[src/rtl/lsu_pkg.sv]
// Shared LSU types: access sizes, controller states and the default
// data-memory address bound.
package lsu_pkg;

    typedef enum logic [1:0] {
        SZ_WORD = 2'b00,
        SZ_HALF = 2'b01,
        SZ_BYTE = 2'b10
    } size_e;

    typedef enum logic [1:0] {
        IDLE   = 2'b00,
        ACCESS = 2'b01,
        RESP   = 2'b10
    } state_e;

    localparam logic [31:0] LSU_ADDR_LIMIT = 32'd256;

endpackage

[src/rtl/load_ext.sv]
// Load lane select from a word-aligned read word, then sign or zero
// extension to 32 bits.
module load_ext
    import lsu_pkg::*;
(
    input  logic [31:0] i_rd,
    input  logic [1:0]  i_off,
    input  logic [1:0]  i_size,
    input  logic        i_uns,
    output logic [31:0] o_data
);

    logic [7:0]  w_byte;
    logic [15:0] w_half;

    always_comb begin
        w_byte = i_rd[7:0];
        case (i_off)
            2'b01:   w_byte = i_rd[15:8];
            2'b10:   w_byte = i_rd[23:16];
            2'b11:   w_byte = i_rd[31:24];
            default: w_byte = i_rd[7:0];
        endcase
        w_half = i_off[1] ? i_rd[31:16] : i_rd[15:0];
    end

    always_comb begin
        o_data = i_rd;
        case (i_size)
            SZ_HALF: o_data = {{16{w_half[15] & ~i_uns}}, w_half};
            SZ_BYTE: o_data = {{24{w_byte[7] & ~i_uns}}, w_byte};
            default: o_data = i_rd;
        endcase
    end

endmodule

[src/rtl/lsu_ctrl.sv]
// Load/store controller: one request at a time, IDLE -> ACCESS -> RESP,
// with errored requests skipping the memory access entirely.
module lsu_ctrl
    import lsu_pkg::*;
#(
    parameter logic [31:0] ADDR_LIMIT = LSU_ADDR_LIMIT
) (
    input  logic        clk,
    input  logic        reset_n,
    input  logic        req_valid,
    output logic        req_ready,
    input  logic        req_we,
    input  logic [1:0]  req_size,
    input  logic        req_unsigned,
    input  logic [31:0] req_addr,
    input  logic [31:0] req_wdata,
    output logic        rsp_valid,
    input  logic        rsp_ready,
    output logic [31:0] rsp_rdata,
    output logic        rsp_err,
    output logic        mem_we,
    output logic [31:0] mem_adr,
    output logic [31:0] mem_wd,
    output logic [1:0]  mem_mode,
    input  logic [31:0] mem_rd
);

    state_e      r_state;
    state_e      w_next;
    logic [31:0] r_addr;
    logic [31:0] r_wdata;
    logic [31:0] r_rdata;
    logic [1:0]  r_size;
    logic        r_we;
    logic        r_uns;
    logic        r_err;
    logic        w_hs;
    logic        w_err;
    logic [31:0] w_ext;

    assign w_hs = req_valid && (r_state == IDLE);

    always_comb begin
        w_err = 1'b0;
        case (req_size)
            SZ_WORD: w_err = (req_addr[1:0] != 2'b00);
            SZ_HALF: w_err = req_addr[0];
            SZ_BYTE: w_err = 1'b0;
            default: w_err = 1'b1;
        endcase
        if (req_addr >= ADDR_LIMIT) begin
            w_err = 1'b1;
        end
    end

    load_ext u_load_ext (
        .i_rd   (mem_rd),
        .i_off  (r_addr[1:0]),
        .i_size (r_size),
        .i_uns  (r_uns),
        .o_data (w_ext)
    );

    always_ff @(posedge clk) begin
        if (!reset_n) begin
            r_state <= IDLE;
            r_addr  <= '0;
            r_wdata <= '0;
            r_rdata <= '0;
            r_size  <= '0;
            r_we    <= 1'b0;
            r_uns   <= 1'b0;
            r_err   <= 1'b0;
        end else begin
            r_state <= w_next;
            if (w_hs) begin
                r_addr  <= req_addr;
                r_wdata <= req_wdata;
                r_size  <= req_size;
                r_we    <= req_we;
                r_uns   <= req_unsigned;
                r_err   <= w_err;
                r_rdata <= '0;
            end
            // stores leave r_rdata at the zero set on the handshake
            if (r_state == ACCESS && !r_we) begin
                r_rdata <= w_ext;
            end
        end
    end

    always_comb begin
        w_next    = r_state;
        req_ready = 1'b0;
        rsp_valid = 1'b0;
        rsp_err   = 1'b0;
        rsp_rdata = '0;
        mem_we    = 1'b0;
        mem_adr   = '0;
        mem_wd    = '0;
        mem_mode  = '0;
        case (r_state)
            IDLE: begin
                req_ready = 1'b1;
                if (req_valid) begin
                    w_next = w_err ? RESP : ACCESS;
                end
            end
            ACCESS: begin
                mem_we   = r_we && reset_n;
                mem_adr  = r_addr;
                mem_wd   = r_wdata;
                mem_mode = r_size;
                w_next   = RESP;
            end
            RESP: begin
                rsp_valid = 1'b1;
                rsp_err   = r_err;
                rsp_rdata = r_rdata;
                if (rsp_ready) begin
                    w_next = IDLE;
                end
            end
            default: w_next = IDLE;
        endcase
    end

endmodule

[config.mk]
export PLATFORM = sky130hd
export DESIGN_NAME = lsu_ctrl
export DESIGN_NICKNAME = d
export VERILOG_FILES = /design/src/rtl/lsu_pkg.sv /design/src/rtl/load_ext.sv /design/src/rtl/lsu_ctrl.sv
export SDC_FILE = /design/constraint.sdc
export NUM_CORES = 1
export LEC_CHECK = 0
export ABC_AREA = 1
export CAP_MARGIN = 10
export CORE_MARGIN = 4
export CORE_UTILIZATION = 44
export CTS_BUF_LIST = sky130_fd_sc_hd__clkbuf_4 sky130_fd_sc_hd__clkbuf_8 sky130_fd_sc_hd__clkbuf_16
export DETAILED_ROUTE_END_ITERATION = 8
export GPL_ROUTABILITY_DRIVEN = 1
export MAX_ROUTING_LAYER = met4
export PLACE_DENSITY = 0.9
export SLEW_MARGIN = 25
export SYNTH_ARGS = -nofsm -noshare
export SYNTH_HDL_FRONTEND = slang
export SYNTH_SLANG_ARGS = --single-unit
export TNS_END_PERCENT = 50
[constraint.sdc]
create_clock -name clk -period 2.3 [get_ports clk]
set_input_delay 0.46 -clock clk [delete_from_list [all_inputs] [get_ports clk]]
set_output_delay 0.46 -clock clk [all_outputs]
set_load 0.02 [all_outputs]
Yosys cells after proc, flatten, opt, wreduce, memory -nomap -nowiden
Cells that the tools add are included.

Register bits: 103. Bits in latches: 0. Memory bits (writable): 0. ROM bits: 0. Output and inout bits: 102. Word-level logic and storage cells: 51. Memories: 0.

$add $sub $neg: 0. Multipliers: 0. Div/mod/pow operators: 0. $lt $le $gt $ge: 1. Eq/ne operators: 11. Shifts and indexed selects: 0. Mux-type cells: 19. Bitwise operators: 3. Reductions and logical operators: 9.

Operators with widths (number): 32-bit two-way mux (5); 32-bit case mux with 2 select lines (1); 32-bit by 9-bit >= comparator with 1-bit output (second input constant) (1); 8-bit case mux with 3 select lines (1); 16-bit two-way mux (1); 2-bit equality test (second input constant) (5); 2-bit by 1-bit equality test with 1-bit output (second input constant) (4); 2-bit two-way mux (4); 2-bit case mux with 3 select lines (1); 1-bit two-way mux (5); 2-bit zero test (2); 2-bit inequality test (second input constant) (2); 2-bit nonzero test (2); 1-bit logical AND (3); 1-bit case mux with 3 select lines (1); 1-bit bitwise AND (2); 2-bit AND reduction (1); 1-bit zero test (1); 1-bit inverter (1).

Longest topological paths before layout
Gate-level depths: netlist (run 1).

Depth after elaboration: 6. Gate-level depth with buffers: 10.

Hierarchy
From an unflattened synthesis (run 1), not the netlist that was laid out.

Cells, all modules: 796. Area total of the unflattened synthesis: 5242.5 sq um.

Modules (own cells, without submodules): lsu_ctrl (times used 1, cells each 632, area an instance 4486.8 sq um); load_ext (times used 1, cells each 164, area an instance 755.7 sq um).

Least setup slack after synthesis (run 1)
OpenSTA, ideal clock, no wires.

Path kind: register to output. From: register r_state[1]. To: output rsp_rdata[10]. Arrival time: 1.492 ns. Data required time: 1.840 ns. Path slack: 0.348 ns. Stages on the path, launching flop included: 6. Buffers on the path: 1. Cell sequence: dfxtp_1 inv_1 nor2_1 clkinv_1 clkbuf_1 nor2_1.

Longest elaborated chain between the ends: 2.

RTL lines: start, declared (RTL line lsu_ctrl.sv:28) `state_e r_state;`; start signal, assigned (RTL line lsu_ctrl.sv:75) `r_state <= w_next;`; 2-bit equality test (RTL line lsu_ctrl.sv:102) `case (r_state)`; 32-bit two-way mux (RTL line lsu_ctrl.sv:102); end, declared (RTL line lsu_ctrl.sv:19) `output logic [31:0] rsp_rdata,`.

No other way between the ends.

Worst setup path in the final report (run 1)
From: register r_state[1]. To: output mem_we.

Longest elaborated chain between the ends: 2.

RTL lines: 2-bit by 1-bit equality test with 1-bit output (RTL line lsu_ctrl.sv:102); 1-bit two-way mux (RTL line lsu_ctrl.sv:102); end, declared (RTL line lsu_ctrl.sv:21) `output logic mem_we,`.

No other way between the ends.

==> run metrics, run 1 <==
clk_skew about 7.6 ps; port buffer count approximately 210; sequential fraction of the synthesis area 0.3867; clock latency on the worst-skew pair between 300 and 400 ps; Post-synth EDFFs 0; Nets between 1k and 1.5k; Max FO, Critical Path 13; Top FF cell, synth dfxtp_1; crit path time final ~2200 ps; area grow syn2layout 43.24%; Power per Cell Area between 500 and 600 nW/um2; share of the synthesized area in the top cell type 0.3867; core box area between 10000 and 15000 um2; Die W about 120 um; DP Wirelength between 10000 and 15000 um; GR Overflow Total 0; total global routing track utilization 0.2381; Fin Hold WS 452.7 ps; routability cong. 0.8914; root buffer cell clkbuf_16; CTS clk-pin slew, worst paths ~70 ps; Residual DRC 0; CTS Sinks slightly above 100; Seq cells post-synth roughly 100; CP Capture Type output pin; Final Hold Viols 0; Synth cell types 33; # hold bufs at CTS 0; synthesized instance count approximately 820; top cells by area, synth dfxtp_1 39%, a21oi_1 11%, nor2_1 11%, inv_1 9.0%, o21ai_0 8.1%; buffer depth of the longest clock path 2; Cell Area, Synth roughly 5300 um2; num ports ~210; via count about 5.8k; die height approximately 120 um; Startpoint Class register; outcome finished, final reports clean; Initial DRC Count 485; headroom to the max-slew limit 0.6173; layout cells sized above 1 0.07129; TritonRoute pass-1 iters 5; fmax between 400 and 500 MHz; data arrival time of the worst path between 1500 and 2000 ps; CTS tree done; DR vias/cell between 5 and 6; number of global-route vias before repair around 5.5k; fraction of registers with async set/reset 0; top-count cell post-synth nor2_1; first-pass GRT wire length roughly 27000 um; antenna cells 0; unrepaired setup endpoints after global routing false; yosys warns 0; TNS Setup 0 ps; Critical Path RT roughly 1800 ps; Post-DRT Antenna Nets 0; final setup fails 0; total wire length about 16000 um; Max Cap Viol 0; Synth top cells by count 153 x nor2_1, 128 x inv_1, 120 x a21oi_1; pin count of the biggest net entering global routing 70; fin crit share 0.9563; Crit Path Category reg2out; wire length per cell after detailed routing about 14 um; Leakage about 3.4 nW; Die ar. roughly 14000 um2; initial core utilization 0.4572; Peak VDD IR 339.1 uV; post-synthesis net count roughly 930; Rows 39; initial antenna violation count 0; Inserted Clock Buffers 9; Slew Viols, Final 0; Synth area leader dfxtp_1; H-tree Lvls 3; syn avg cell area roughly 6.5 um2; Worst Tran Pin Value ~570 ps; Hold Path Class reg2reg
## final cells by class
class	count	area, um2
clock inverter	4	52.55
sequential	103	2063
multi-input combinational	534	2491
fill	1077	4024
clock buffer	12	260.3
timing repair buffer	224	2093
tap	143	178.9
inverter	133	499.2
## layout by cell type (no fill, tap or decap)
master           instances
o22ai_1                  1
nor3_1                   3
inv_2                    2
clkbuf_8                 2
nand2_1                107
inv_6                    1
dlymetal6s2s_1           5
clkdlybuf4s50_1        112
a21oi_1                120
clkinv_2                 1
a21oi_2                 10
inv_1                  128
nor2_1                 153
clkinv_1                 3
o21bai_1                 1
clkbuf_16                9
bufinv_16                1
nand3b_1                 1
o21ai_1                  5
dfxtp_2                  1
o21bai_2                 1
clkbuf_4                 1
clkinv_4                 1
nand3_4                  2
dlygate4sd2_1           87
ha_1                     2
nor2_2                   2
or2_2                    2
nand3_2                  1
nand2_2                 11
o211ai_1                 1
buf_4                   19
o21ai_2                  1
nand2_4                  2
buf_2                    1
a21oi_4                  1
dfxtp_1                102
nand3_1                 21
o21ai_0                 86
## worst max-delay path, cell delays in order (launching register included)
cell and delay (ps):
dfxtp_1 320, inv_1 100, nand2_4 130, nor3_1 200, clkdlybuf4s50_1 650
## per-stage QoR
stage / setup slack [ps] / area [um2] / util / instances / total power, mW
final: 100.6 / 7639 / 0.6550 / 1153 / 4.255
after global routing: 17.17 / 7639 / 0.6550 / 1153 / 4.466
after CTS: 0.4367 / 7625 / 0.6538 / 1153 / 4.285
after detailed placement: 235.0 / 7416 / 0.6359 / 1137 / 2.702
after global placement: 277.3 / 7416 / 0.6359 / 1137 / 2.682
after floorplan: 347.7 / 5333 / - / 823 / 2.413
## cell families (layout without fill, tap and decap cells)
| kind of cell | count (synthesis) | after routing | synth area share |
|---|---|---|---|
| and+or+nand+nor | 305 | 305 | 0.2349 |
| AOI/OAI and AO/OA | 227 | 227 | 0.2252 |
| buffers and inverters | 186 | 373 | 0.1485 |
| DFF | 103 | 103 | 0.3867 |
| adders and majority gates | 2 | 2 | 0.004692 |
## timing repair
item	in CTS	in global routing
resized for setup	88	6
buffers inserted	0	0
hold endpoints to repair	0	0
endpoints found under the setup margin	92	6
## routing by layer
layer | track usage | vias to the layer above | wire (um)
met5 | - | - | 0
met4 | 0.08278 | 0 | 358
met3 | 0.05190 | 29 | 1493
met2 | 0.3812 | 280 | 7606
met1 | 0.2972 | 2599 | 6875
li1 | - | 2929 | -
## power by group
part / switching, mW / leakage [nW] / internal (mW)
clock network: 0.664 / 0.157 / 0.920
registers: 0.0304 / 0.847 / 1.88
logic: 0.436 / 2.41 / 0.321
## sequential cells by signal (all words and copies together) (netlist names)
name and count:
r_uns 1, r_state 2, r_size 2, r_addr 32, r_we 1, r_err 1, r_rdata 32, r_wdata 32
## final timing paths
check	startpoint	to	slack [ps]	cells after the start
setup / recovery	r_state[1]	mem_we	100	4
hold / removal	r_addr[6]	r_addr[6]	450	2
setup reg to reg	r_addr[1]	r_rdata[19]	500	7
hold reg to reg	r_addr[6]	r_addr[6]	450	2
(Power assumes the default switching activity.)
==> run 2, diff against run 1 <==
==> constraint.sdc (replaced) <==
create_clock -name clk -period 2.3 [get_ports clk]
set_input_delay 0.345 -clock clk [delete_from_list [all_inputs] [get_ports clk]]
set_output_delay 0.345 -clock clk [all_outputs]
set_load 0.02 [all_outputs]
==> run 2 against run 1 <==
Compared with the run above:
- global-route usage down 0.58 points
- critical path type unchanged
- register-to-register slack about the same
- utilization up 0.25 points
- worst hold slack better by 4.9 ps
==> run metrics, run 2 (same netlist as run 1, synthesis figures left out) <==
R2R Setup Slk 490 ps (about the same); Residual DRC 0 (unchanged); Nets 1105 (-0.54%); worst setup margin 129.5 ps (+28.89 ps); GR Overflow Total 0 (unchanged); CTS Sinks 103 (unchanged); outcome finished, final reports clean; Rows 39 (unchanged); Post-DRT Antenna Nets 0 (unchanged); Leakage 3.057 nW (-10%); Top Registers r_addr: 32 flops, r_rdata: 32 flops, r_wdata: 32 flops; headroom to the max-slew limit 0.6255 (+0.008214); Hold Path Class reg2reg; DP Worst Slack 258.5 ps (+23.49 ps); cell count of the worst reg-to-reg path 9 (+2); Worst Tran Pin Value 561.7 ps (-12.32 ps); root buffer cell clkbuf_16; clock latency on the worst-skew pair 350 ps (about the same); final setup fails 0 (unchanged); Power per Cell Area 553.4 nW/um2 (-0.67%); buffer depth of the longest clock path 2 (unchanged); Slew Viols, Final 0 (unchanged); Stages on worst setup path 5 (+1); placed cell count 1131 (-0.53%); Critical Path RT 1960 ps (+120 ps); first-pass GRT wire length 25880 um (-2.8%); crit path cell chain inv_1 > nand2_2 > buf_4 > nor2_1 > clkdlybuf4s50_1; # hold bufs at CTS 0 (unchanged); initial antenna violation count 1 (+1); DP Wirelength 12110 um (-0.20%); via count 5816 (-0.36%); routability cong. 0.8814 (-1.1%); TritonRoute pass-1 iters 5 (unchanged); CP Launch Point r_state[1]; DR vias/cell 5.071 (+0.16%); Comb pwr share 0.177 (about the same); Peak VDD IR 319.6 uV (-5.8%); most common cell after layout, fill and taps aside clkdlybuf4s50_1; Clk pwr share 0.371 (about the same); Max Cap Viol 0 (unchanged); worst path bufs/invs 3 (+1); crit path time final 2171 ps (-28.89 ps); multi-input logic area 2486 um2 (-0.20%); Inserted Clock Buffers 9 (unchanged); Final Hold Viols 0 (unchanged); NetSw 1.154 mW (+2.1%); switching share of power 0.2720 (+0.006394); total global routing track utilization 0.2323 (-0.005825); Die W 118.1 um (unchanged); clk_skew 7.689 ps (+0.06409 ps); Max FO, Critical Path 30 (+17); internal power 3.089 mW (-1.2%); TNS Setup 0 ps (unchanged); area grow syn2layout 43.78%; Largest stage delay, worst path 630 ps (-20 ps); Initial DRC Count 440 (-9.3%); Design Area, Final 7667 um2 (+0.38%); Non-Filler Instances 1147 (-0.52%); fin crit share 0.9437 (-0.01256); CTS tree done; Die ar. 13950 um2 (unchanged); FF/Latch Area 2063 um2 (unchanged); most frequent cells in the layout 169 x clkdlybuf4s50_1, 153 x nor2_1, 128 x inv_1; data arrival time of the worst path 1830 ps (+90 ps); initial core utilization 0.4572 (unchanged); critical path's slowest cell clkdlybuf4s50_1; number of global-route vias before repair 5551 (+1.2%); core box area 11660 um2 (unchanged); total wire length 16290 um (-0.25%); Crit Path Category reg2out; num ports 206 (unchanged); worst reg2reg startpoint r_state[1]; reg2reg end r_rdata[25]; port buffer count 205 (unchanged); CTS clk-pin slew, worst paths 70 ps (about the same); CP Capture Type output pin; fill cell count 1016 (-5.7%); DP Area 7396 um2 (-0.27%); H-tree Lvls 3 (unchanged); fmax 460.7 MHz (+1.3%); Worst Setup EP mem_wd[24]; power share of the sequential group 0.452 (+0.002); pin count of the biggest net entering global routing 71 (+1.4%); die height 118.1 um (unchanged); wire length per cell after detailed routing 14.20 um (+0.27%); Startpoint Class register; unrepaired setup endpoints after global routing false; layout cells sized above 1 0.06481 (-0.006482); CP top delay family buffers and inverters
[run 2: changes by cell type in the layout (fill, tap and decap cells not counted), sizes merged, moves of 2 or more]
| cell | delta |
|---|---|
| clkinv | -2 |
| clkdlybuf4s50 | +57 |
| clkinvlp | +2 |
| dlygate4sd2 | -54 |
| buf | -6 |
| dlymetal6s2s | -3 |
[run 2: metal layers]
layer,up-vias,track usage,share of wire
met5,-,-,0
met4,0,0.09597,0.029
met3,32,0.05815,0.083
met2,275,0.3823,0.47
met1,2589,0.2705,0.42
li1,2920,-,-
[run 2: what timing repair did]
item,in CTS,in global routing
resized for setup,34,3
endpoints found under the setup margin,34,24
setup buffers,0,0
[run 2: how the worst min path moves through the flow]
stage	start	end	slack, ps	cells past startpoint
2_1_floorplan	r_addr[13]	r_addr[13]	430	2
3_3_place_gp	r_addr[25]	r_addr[25]	440	2
3_5_place_dp	r_wdata[13]	r_wdata[13]	450	2
4_1_cts	r_wdata[8]	r_wdata[8]	460	2
5_1_grt	r_wdata[8]	r_wdata[8]	470	2
6_report	r_wdata[8]	r_wdata[8]	460	2
[run 2: power by group through the flow]
stage	sequential (mW)	clock, mW	combinational [mW]
finish	1.92	1.57	0.750
global route	1.93	1.66	0.835
CTS	1.92	1.59	0.749
detailed placement	1.96	0	0.744
global placement	1.95	0	0.727
floorplan	1.95	0	0.465
[run 2: cell type report]
type	instances	share of cell area
antenna	1	0.0003264
clock buffer	11	0.03215
clock inverter	4	0.007017
inverter	133	0.06511
multi-input combinational	534	0.3242
sequential	103	0.2691
tap	143	0.02334
timing repair buffer	218	0.2787
[run 2: tightest hold or removal path, stage by stage, from the launching register on]
cell and delay (ps):
dfxtp_1 300, inv_1 60, a21oi_1 50
[run 2: metrics by stage]
stage / total power [mW] / util / hold slack (ps)
2_1_floorplan: 2.413 / - / 430.0
3_3_place_gp: 2.682 / 0.6342 / 439.3
3_5_place_dp: 2.704 / 0.6342 / 447.7
4_1_cts: 4.260 / 0.6565 / 458.1
5_1_grt: 4.421 / 0.6574 / 473.6
6_report: 4.243 / 0.6574 / 457.5
